**src/rtl/cpu_step_display.sv**
```systemverilog
// Board companion for the single-cycle CPU: debounces the step button into a
// one-edge-per-press CPU clock and scans a switch-selected byte pair onto a
// 4-digit active-low seven-segment display.
module cpu_step_display #(
  parameter int DEBOUNCE_CYCLES = 1000000,
  parameter int SCAN_DIV        = 100000
) (
  input  logic        CLK,
  input  logic        RST,
  input  logic        btn_step,
  input  logic [1:0]  sel,
  input  logic [31:0] pc,
  input  logic [31:0] next_pc,
  input  logic [4:0]  rs_addr,
  input  logic [31:0] rs_data,
  input  logic [4:0]  rt_addr,
  input  logic [31:0] rt_data,
  input  logic [31:0] alu_result,
  input  logic [31:0] db,
  output logic        cpu_clk,
  output logic [3:0]  an,
  output logic [7:0]  seg
);

  localparam int DB_W = (DEBOUNCE_CYCLES > 1) ? $clog2(DEBOUNCE_CYCLES) : 1;
  localparam int SC_W = (SCAN_DIV > 1) ? $clog2(SCAN_DIV) : 1;
  localparam logic [DB_W-1:0] DB_LAST = DB_W'(DEBOUNCE_CYCLES - 1);
  localparam logic [SC_W-1:0] SC_LAST = SC_W'(SCAN_DIV - 1);

  localparam logic [1:0] ST_IDLE         = 2'd0;
  localparam logic [1:0] ST_PRESS_WAIT   = 2'd1;
  localparam logic [1:0] ST_PRESSED      = 2'd2;
  localparam logic [1:0] ST_RELEASE_WAIT = 2'd3;

  logic            r_btn_s1, r_btn_s2;
  logic [1:0]      r_sel_s1, r_sel_s2;
  logic [1:0]      r_state;
  logic [DB_W-1:0] r_cnt;
  logic            r_cpu_clk;
  logic [SC_W-1:0] r_scan;
  logic [1:0]      r_idx;
  logic [3:0]      r_an;
  logic [7:0]      r_seg;

  logic [7:0]      w_left, w_right;
  logic [3:0]      w_nibble;
  logic [6:0]      w_dec;

  always_ff @(posedge CLK or negedge RST) begin
    if (!RST) begin
      r_btn_s1 <= 1'b0;
      r_btn_s2 <= 1'b0;
      r_sel_s1 <= 2'b00;
      r_sel_s2 <= 2'b00;
    end else begin
      r_btn_s1 <= btn_step;
      r_btn_s2 <= r_btn_s1;
      r_sel_s1 <= sel;
      r_sel_s2 <= r_sel_s1;
    end
  end

  // cpu_clk only changes after the synchronized button has held one level
  // for the full debounce window; shorter excursions fall back silently.
  always_ff @(posedge CLK or negedge RST) begin
    if (!RST) begin
      r_state   <= ST_IDLE;
      r_cnt     <= '0;
      r_cpu_clk <= 1'b0;
    end else begin
      case (r_state)
        ST_IDLE: begin
          if (r_btn_s2) begin
            r_state <= ST_PRESS_WAIT;
            r_cnt   <= '0;
          end
        end
        ST_PRESS_WAIT: begin
          if (!r_btn_s2) begin
            r_state <= ST_IDLE;
          end else if (r_cnt == DB_LAST) begin
            r_state   <= ST_PRESSED;
            r_cpu_clk <= 1'b1;
          end else begin
            r_cnt <= r_cnt + DB_W'(1);
          end
        end
        ST_PRESSED: begin
          if (!r_btn_s2) begin
            r_state <= ST_RELEASE_WAIT;
            r_cnt   <= '0;
          end
        end
        ST_RELEASE_WAIT: begin
          if (r_btn_s2) begin
            r_state <= ST_PRESSED;
          end else if (r_cnt == DB_LAST) begin
            r_state   <= ST_IDLE;
            r_cpu_clk <= 1'b0;
          end else begin
            r_cnt <= r_cnt + DB_W'(1);
          end
        end
        default: r_state <= ST_IDLE;
      endcase
    end
  end

  always_comb begin
    w_left  = pc[7:0];
    w_right = next_pc[7:0];
    case (r_sel_s2)
      2'b01: begin w_left = {3'b000, rs_addr}; w_right = rs_data[7:0]; end
      2'b10: begin w_left = {3'b000, rt_addr}; w_right = rt_data[7:0]; end
      2'b11: begin w_left = alu_result[7:0];   w_right = db[7:0];      end
      default: ;
    endcase
  end

  always_comb begin
    case (r_idx)
      2'd3:    w_nibble = w_left[7:4];
      2'd2:    w_nibble = w_left[3:0];
      2'd1:    w_nibble = w_right[7:4];
      default: w_nibble = w_right[3:0];
    endcase
  end

  always_comb begin
    case (w_nibble)
      4'h0: w_dec = 7'b1000000;
      4'h1: w_dec = 7'b1111001;
      4'h2: w_dec = 7'b0100100;
      4'h3: w_dec = 7'b0110000;
      4'h4: w_dec = 7'b0011001;
      4'h5: w_dec = 7'b0010010;
      4'h6: w_dec = 7'b0000010;
      4'h7: w_dec = 7'b1111000;
      4'h8: w_dec = 7'b0000000;
      4'h9: w_dec = 7'b0010000;
      4'hA: w_dec = 7'b0001000;
      4'hB: w_dec = 7'b0000011;
      4'hC: w_dec = 7'b1000110;
      4'hD: w_dec = 7'b0100001;
      4'hE: w_dec = 7'b0000110;
      default: w_dec = 7'b0001110;
    endcase
  end

  // an/seg are registered from the current index, so they trail it by a cycle.
  always_ff @(posedge CLK or negedge RST) begin
    if (!RST) begin
      r_scan <= '0;
      r_idx  <= 2'd0;
      r_an   <= 4'b1111;
      r_seg  <= 8'hFF;
    end else begin
      if (r_scan == SC_LAST) begin
        r_scan <= '0;
        r_idx  <= r_idx + 2'd1;
      end else begin
        r_scan <= r_scan + SC_W'(1);
      end
      r_an  <= ~(4'b0001 << r_idx);
      r_seg <= {1'b1, w_dec};
    end
  end

  assign cpu_clk = r_cpu_clk;
  assign an      = r_an;
  assign seg     = r_seg;

endmodule

```
**config.mk**
```make
export PLATFORM = sky130hd
export DESIGN_NAME = cpu_step_display
export DESIGN_NICKNAME = d
export VERILOG_FILES = /design/src/rtl/cpu_step_display.sv
export SDC_FILE = /design/constraint.sdc
export NUM_CORES = 1
export LEC_CHECK = 0
export CAP_MARGIN = 10
export CORE_MARGIN = 4
export CORE_UTILIZATION = 36
export CTS_CLUSTER_DIAMETER = 60
export DETAILED_ROUTE_END_ITERATION = 16
export PLACE_DENSITY = 0.81
export RECOVER_POWER = 25
export SETUP_SLACK_MARGIN = 0.02
export SLEW_MARGIN = 20
export SYNTH_ARGS = -nofsm -noshare
export SYNTH_HDL_FRONTEND = slang
export SYNTH_SLANG_ARGS = --single-unit
```
**constraint.sdc**
```tcl
create_clock -name CLK -period 3.5 [get_ports CLK]
set_input_delay 0.35 -clock CLK [delete_from_list [all_inputs] [get_ports CLK]]
set_output_delay 0.35 -clock CLK [all_outputs]
set_load 0.02 [all_outputs]
```
==> results of run 1 <==
==> critical path, cell delays in order, from the launching register on <==
cell     delay, ns
dfrtp_1       0.64
mux2_4        0.34
o221a_1       0.23
or4_1         0.52
a22o_1        0.31
inv_1         0.19
ha_1          0.29
a221o_1       0.36
==> state kept, by name, summed over array words and instances, names as in the netlist, named ones only <==
| register | cells |
|---|---|
| r_scan | 17 |
| r_btn_s1 | 1 |
| an | 4 |
| cpu_clk | 1 |
| seg | 7 |
| r_sel_s2 | 2 |
| r_btn_s2 | 1 |
| r_cnt | 20 |
| r_state | 1 |
| r_sel_s1 | 2 |
| r_idx | 2 |
==> per-stage QoR <==
step	cells	hold WS [ns]	instance area (um^2)	power [mW]
6_report	529	0.3453	4357	1.595
5_1_grt	529	0.3573	4357	1.667
4_1_cts	529	0.07668	4355	1.613
3_5_place_dp	513	0.3347	4153	0.9857
3_3_place_gp	513	0.3327	4153	0.9817
2_1_floorplan	339	0.05441	3313	0.8495
==> final timing paths <==
check / from / to / slack [ns] / cells past startpoint
worst max register to register: r_sel_s2[1]$_DFF_PN0_ / seg[1]$_DFF_PN1_ / 0.53 / 7
worst max-delay path: r_sel_s2[1]$_DFF_PN0_ / seg[1]$_DFF_PN1_ / 0.53 / 7
worst min register to register: r_btn_s1$_DFF_PN0_ / r_btn_s2$_DFF_PN0_ / 0.35 / 0
worst min-delay path: r_btn_s1$_DFF_PN0_ / r_btn_s2$_DFF_PN0_ / 0.35 / 0
max in group asynchronous: RST / seg[1]$_DFF_PN1_ / 1.83 / 2
min in group asynchronous: RST / r_cnt[9]$_DFFE_PN0P_ / 0.47 / 1
==> report_power, final <==
part	switching [mW]	internal (mW)	total, mW	leakage (nW)
Clock	0.271	0.347	0.618	0.102
Sequential	0.0180	0.714	0.732	0.753
Combinational	0.113	0.132	0.245	0.957
Total	0.402	1.19	1.60	1.81
==> layer usage <==
layer / up-vias / track usage / routed length (um)
li1: 1365 / - / -
met5: - / 0 / 0
met1: 1336 / 0.2291 / 4032
met2: 86 / 0.2377 / 3626
met4: 0 / 0.02849 / 61
met3: 7 / 0.05835 / 617
==> logic make-up after synthesis <==
family / share of synthesized area
AND/OR/NAND/NOR: 0.1949
AO/OA/AOI/OAI: 0.1390
flip-flops: 0.4498
XOR/XNOR: 0.07930
buffers and inverters: 0.03323
adder cells (fa/ha/maj): 0.04909
multiplexers: 0.05363
other: 0.001132
==> layout make-up <==
| cell class | instances | area share |
|---|---|---|
| Multi-Input combinational cell | 255 | 0.3937 |
| Sequential cell | 59 | 0.3420 |
| Clock inverter | 6 | 0.01493 |
| Inverter | 13 | 0.01120 |
| Clock buffer | 10 | 0.03159 |
| Timing Repair Buffer | 78 | 0.1755 |
| Tap cell | 108 | 0.03102 |
==> cell usage in the layout (no fill, tap or decap), types with 14 or more instances in the layout <==
master	Yosys	routed
a21oi_1	22	22
clkdlybuf4s50_1	0	70
dfrtp_1	48	48
nand2_1	32	32
nand3_1	14	14
nor2_1	32	31
o21ai_0	15	15
xnor2_1	17	17
==> flow_summary.toml, run 1 <==
[timing]
worst_pin_slew_ns = 1.742
min_period_over_period = 0.8479
fmax_mhz = 337.0
skew_ns = 0.007604
hold_viol = 0
slew_headroom = -0.1614
finalCriticalPeriod_ns = 2.968
rsz0062_at_grt = "no"
setup_violations = 0
setup_ws_ns = 0.5324
finalMaxSlewViolations = 34
finalSetupTns_ns = 0

[detailed_routing]
wl_mm = 8.337
drtIter0Drc = 190
vias = 2794
post_drt_wl_per_cell_um = 15.76
ant_nets = 0
drc = 0
via_per_inst = 5.282
dr.pass1.iters = 5

[placed_design]
io_buffer_count = 74
post-place-ws_ns = 0.4703
dpl.hpwl_mm = 6.346
gp_congestion = 0.8453

[worst_setup_path]
required_ns = 3.76
cp-end-kind = "flip-flop"
crit_fanout = 13
worst-setup-path-type = "reg -> reg"
cp-start-kind = "flip-flop"
crit_arrival_ns = 3.22

[clock_tree]
max-clock-path-buffers = 2
clkTransAtPathRegs_ns = 0.07
cts_resized = 0
numCtsBuffers = 9
cts.root.buffer_cell = "clkbuf_8"
hold_buffers = 0
cts_tree = "yes"
cts.htree.levels = 3
clock_sinks = 59
clk_latency_ns = 0.33
post_cts_buffers = 0

[global_route]
overflow = 0
antenna_found_initial = 0
grt_usage = 0.1608
grt_pass1_wl_mm = 14.08
grt_max_degree = 34
grt_pass1_vias = 2800

[power]
p_leak_nw = 1.812
powerDensity_nw_per_um2 = 366.2
ir_drop_uv = 260.5

[synthesis]
syn-num-nets = 559
synth_area_um2 = 3313
ys.flop_type = "dfrtp_1"
synth_cell_types = 58
synth.top_cells.by_count = "dfrtp_1, nand2_1, nor2_1, a21oi_1, xnor2_1"
synth_top_area_share = 0.3625
syn_area_per_cell_um2 = 9.773
synth_seq_cells = 59
synth_edf_count = 0
yosysMostFrequentCell = "dfrtp_1"
synthTopCellsByArea = "dfrtp_1, dfstp_2, ha_1"
ys_warn_count = 0
syn_inst = 339
yosysTopAreaCell = "dfrtp_1"
ys_async_sr_fraction = 1.000
seq_area_frac_synth = 0.4498

[finish]
n_fill_cell = 802
final_nets = 636
regArea_um2 = 1490
drive_above_1_share = 0.09026
syn_to_final_growth_pct = 31.50
final_util = 0.4924
diodes = 0
multi_input_area_um2 = 1715

[floorplanning]
start_util = 0.3744
ios = 220
die_w_um = 103.9
num_rows = 34
die_h_um = 103.9
dieArea_um2 = 10800
core-area_um2 = 8848

[outcome]
violations = "capacitance limit, slew limit"
status = "finished with violations"

[flow_run]
cap_violations = 1

[hold_path]
hold_class = "reg -> reg"
(Power assumes the default switching activity.)
==> run 2: changes to the inputs <==
CORE_UTILIZATION = 33   (was 36)
PLACE_DENSITY = 0.78   (was 0.81)
clock period = 2.6 ns   (was 3.5 ns; I/O delays follow)
==> flow_summary.toml, run 2 (synthesized netlist as in run 1, its figures left out) <==
[outcome]
status = "finished with violations"
violations = "capacitance limit, slew limit"

[finish]
final_cell_mix = "clkdlybuf4s50_1, dfrtp_1, nand2_1, nor2_1, a21oi_1"
final_nets = 656
diodes = 0
fin_area_um2 = 4606
layout_commonest_cell = "clkdlybuf4s50_1"
drive_above_1_share = 0.1361
largest_reg_flops = 20
syn_to_final_growth_pct = 39.01
regMostFlops = "r_cnt"

[floorplanning]
die_w_um = 108.2
dieArea_um2 = 11710
core-area_um2 = 9774
start_util = 0.3390
die_h_um = 108.2
ios = 220
num_rows = 36

[global_route]
grt_max_degree = 33
grt_pass1_wl_mm = 14.29
grt_pass1_vias = 2880
overflow = 0
antenna_found_initial = 0
grt_usage = 0.1574

[power]
p_leak_nw = 1.920
p_sw_frac = 0.2509
p_clk_frac = 0.378
p_total_mw = 2.174
internal-power_mw = 1.628
ir_drop_uv = 197.8
powerDensity_nw_per_um2 = 472.0
combinationalPowerShare = 0.170
seqPwrFrac = 0.452
net-switching-power_mw = 0.5454

[timing]
hold_slack_ns = 0.3476
worst_pin_slew_ns = 1.603
slew_headroom = -0.06848
rsz0062_at_grt = "yes"
skew_ns = 0.01097
fmax_mhz = 386.7
hold_viol = 0
min_period_over_period = 0.9946
finalMaxSlewViolations = 28
setup_violations = 0
finalCriticalPeriod_ns = 2.586
setup_ws_ns = 0.01411

[flow_run]
cap_violations = 1

[detailed_routing]
ant_nets = 0
via_per_inst = 5.101
wl_mm = 9.104
dr.pass1.iters = 4
drc = 0
post_drt_wl_per_cell_um = 15.86
vias = 2928
drtIter0Drc = 168

[clock_tree]
clk_latency_ns = 0.34
clkTransAtPathRegs_ns = 0.07
post_cts_buffers = 0
numCtsBuffers = 9
max-clock-path-buffers = 2
cts.root.buffer_cell = "clkbuf_8"
clock_sinks = 59
cts.htree.levels = 3
cts_tree = "yes"

[hold_path]
hold_class = "reg -> reg"

[worst_setup_path]
worst-setup-path-type = "reg -> reg"
r2r_end = "seg[1]$_DFF_PN1_"
crit_end = "seg[1]$_DFF_PN1_"
crit_arrival_ns = 2.85
worst_r2r_path_depth = 7
required_ns = 2.86
cp-end-kind = "flip-flop"
cp-start-kind = "flip-flop"
crit_fanout = 5
cp-startpoint = "r_sel_s2[1]$_DFF_PN0_"
reg2reg_slack_ns = 0.01
worst_r2r_startpoint = "r_sel_s2[1]$_DFF_PN0_"

[placed_design]
io_buffer_count = 74
dpl.hpwl_mm = 6.853
gp_congestion = 0.8756
post-place-ws_ns = -0.2611
place_area_um2 = 4355
## run 2: cell types whose count changed in the layout (fill, tap and decap cells not counted), moves of 2 or more
cell / before / now
buf_4: 4 / 18
clkbuf_1: 1 / 4
buf_12: 0 / 2
clkinv_4: 2 / 0
dfrtp_1: 48 / 46
dfrtp_2: 0 / 2
ha_1: 13 / 11
## run 2: worst min-delay path by stage
| stage | start | end | slack (ns) | depth (start not counted) |
|---|---|---|---|---|
| global route | r_sel_s1[0]$_DFF_PN0_ | r_sel_s2[0]$_DFF_PN0_ | 0.37 | 0 |
| detailed placement | RST | r_cnt[4]$_DFFE_PN0P_ | 0.33 | 1 |
| global placement | RST | r_cnt[5]$_DFFE_PN0P_ | 0.31 | 1 |
| finish | r_btn_s1$_DFF_PN0_ | r_btn_s2$_DFF_PN0_ | 0.35 | 0 |
| CTS | sel[1] | r_sel_s1[1]$_DFF_PN0_ | 0.35 | 1 |
| floorplan | RST | asynchronous set/reset pin | -0.04 | 0 |
## run 2: what timing repair did
action                     in CTS  in global routing
cloned                          0                  1
hold endpoints to repair       20                  0
setup endpoints to repair       3                  7
hold buffers                    1                  0
pin swaps                       0                  3
gates resized for setup         2                  7
## run 2: layout make-up
type	instances	area, um^2
clock buffers	11	141.4
clock inverters	5	52.55
fillers	925	5169
inverters	13	48.80
multi-input cells	255	1752
flip-flops and latches	59	1493
well taps	133	166.4
repair buffers	98	952.2
## run 2: layer usage
metal,track usage,vias to the layer above,share of wire
li1,-,1401,-
met1,0.1992,1436,0.43
met2,0.2580,80,0.48
met3,0.04418,11,0.069
met4,0.05591,0,0.014
met5,0,-,0
## run 2: power by group through the flow
stage	sequential, mW	clock, mW	combinational [mW]
after floorplan	1.02	0	0.128
after CTS	0.980	0.845	0.368
final	0.982	0.822	0.370
after detailed placement	0.997	0	0.363
after global placement	0.995	0	0.353
after global routing	0.986	0.892	0.398
## run 2: critical path, stage by stage (launching register included)
cell and delay (ns):
dfrtp_2 0.47, mux2_4 0.31, o221a_1 0.25, or4_4 0.53
a22o_4 0.31, inv_2 0.07, ha_1 0.24, a221o_1 0.32
## run 2: through the flow
step | utilization | std cells | setup TNS [ns]
CTS | 0.4676 | 573 | 0
finish | 0.4712 | 574 | 0
global route | 0.4712 | 574 | -0.02564
global placement | 0.4456 | 556 | -0.6930
detailed placement | 0.4456 | 556 | -1.058
floorplan | - | 339 | 0
==> run 3: changes to the inputs <==
CTS_CLUSTER_SIZE = 24   (was unset)
==> results of run 3 <==
The final DEF is identical to that of run 2; final timing and power are the same.
==> variant: new RTL, flow settings as in run 3 <==
Set the parameter `DEBOUNCE_CYCLES` to 250000 (it was 1000000).
--- a/src/rtl/cpu_step_display.sv
+++ b/src/rtl/cpu_step_display.sv
@@ -3,5 +3,5 @@
 // 4-digit active-low seven-segment display.
 module cpu_step_display #(
-  parameter int DEBOUNCE_CYCLES = 1000000,
+  parameter int DEBOUNCE_CYCLES = 250000,
   parameter int SCAN_DIV        = 100000
 ) (
Check against the original RTL: same outputs for any inputs over 10 cycles, from zero or initial values and one cycle with RST low; that may be too few to reach the edited logic, so the function may still have changed.
==> variant against run 3 <==
Synthesized cell count decreased by 5.0%. Non-clock buffer count increased by 2. Count of clock-buffer cells in the layout increased by 2. Die area decreased by 3.7%. Setup slack improved by 0.034 ns. Routed wire length decreased by 8.4%. Sequential cell count decreased by 2. Maximum frequency increased by 1.3%. Synthesized area decreased by 4.0%. Critical path depth unchanged. Final area decreased by 3.0%. Total power decreased by 4.9%. Clock power decreased by 8.2%.
==> variant: results (changes against run 3) <==
status: "completed"  # was complete, but fails checks
grt_start_max_net_pins: 58  # was 33
postCtsResizedCells: 1  # was 2
max_reg_flops: 18  # was 20
irDropWorstVdd_v: 0.000218  # was 0.000198 V
p_leak_nw: 1.93  # was 1.92 nW
port-buffer-count: 74  # unchanged
synthTopCellsByArea: "sky130_fd_sc_hd__dfrtp_1 36%, sky130_fd_sc_hd__dfstp_2 9.1%, sky130_fd_sc_hd__ha_1 5.1%"  # was sky130_fd_sc_hd__dfrtp_1 36%, sky130_fd_sc_hd__dfstp_2 8.7%, sky130_fd_sc_hd__ha_1 4.9%
synth-compound-area-share_pct: 12.5  # was 13.9%
final_net_count: 641  # was 656
grt_use_met1_pct: 19.6  # was 19.9%
route.detailed.vias_per_inst: 4.95  # was 5.10
post-place-cells: 538  # was 556
cp_data_arrival_time_ns: 2.81  # was 2.85 ns
comb_power_uw: 366  # was 370 uW
routed-wl-met3_um: 475  # was 631 um
clkTransAtPathRegs_ns: 0.07  # about the same
grtUsageMet3_pct: 4.43  # was 4.42%
yosys.area_share.adder_pct: 5.11  # was 4.91%
synth_commonest_cells: "46 x sky130_fd_sc_hd__dfrtp_1, 34 x sky130_fd_sc_hd__nor2_1, 25 x sky130_fd_sc_hd__nand2_1, 19 x sky130_fd_sc_hd__a21oi_1"  # was 48 x sky130_fd_sc_hd__dfrtp_1, 32 x sky130_fd_sc_hd__nand2_1, 32 x sky130_fd_sc_hd__nor2_1, 22 x sky130_fd_sc_hd__a21oi_1, 17 x sky130_fd_sc_hd__xnor2_1
syn_inst: 322  # was 339
number_of_drc_markers_in_iteration_0: 148  # was 168
grt_usage_pct: 15.3  # was 15.7%
clock_skew_ns: 0.0120  # was 0.0110 ns
fraction_of_final_layout_cells_sized_beyond_drive_strength_1_pct: 15.7  # was 13.6%
met1_wl_um: 3680  # was 3940 um
timing_worst_slew_pin_value_ns: 1.40  # was 1.60 ns
met2_usage_pct: 25.0  # was 25.8%
hpwlAfterDp_um: 6410  # was 6850 um
net-switching-power_uw: 516  # was 545 uW
synthDistinctLibCells: 55  # was 58
synth-async-reset-ratio_pct: 100  # unchanged
share_of_synthesized_area_occupied_by_flip_flops_and_latches_pct: 45.3  # was 45.0%
post_synthesis_xor_xnor_area_fraction_pct: 8.53  # was 7.93%
sum_of_routed_wire_length_over_all_layers_um: 8340  # was 9100 um
pwr-share-seq_pct: 45.8  # was 45.2%
synth.area.mux_share_pct: 5.94  # was 5.36%
gpl.final_weighted_congestion: 0.836  # was 0.876
vias_in_the_first_global_route: 2769  # was 2880
post-layout-total-power_mw: 2.07  # was 2.17 mW
met2_length_um: 4050  # was 4400 um
min-delay-path-class: "input pin to asynchronous set/reset pin"  # was flop to flop
grt_pass1_wl_um: 13500  # was 14300 um
finalNonFillerCells: 555  # was 574
[variant: final cells by class]
class,instances,area (sq um)
Clock buffer,13,169
Clock inverter,3,15.0
Fill cell,851,4860
Inverter,11,45.0
Multi-Input combinational cell,242,1680
Sequential cell,57,1440
Tap cell,129,161
Timing Repair Buffer,100,957
[variant: per-stage QoR]
step	setup WS (ns)	hold slack, ns	utilization [%]	area (sq um)
detailed placement	-0.297	0.335	45.5	4250
global placement	-0.277	0.334	45.5	4250
finish	0.0480	0.340	47.9	4470
global route	-0.00681	0.364	47.9	4470
floorplan	0.112	-0.0356	-	3190
CTS	0.0301	0.0738	47.5	4430
[variant: worst paths after layout]
path / start / end / slack, ns
worst min-delay path: RST / r_cnt[8] / 0.34
min in group CLK: r_sel_s1[1] / r_sel_s2[1] / 0.35
worst min register to register: r_sel_s1[1] / r_sel_s2[1] / 0.35
worst max register to register: r_sel_s2[1] / seg[1] / 0.05
worst max-delay path: r_sel_s2[1] / seg[1] / 0.05
max in group asynchronous: RST / r_scan[2] / 1.42
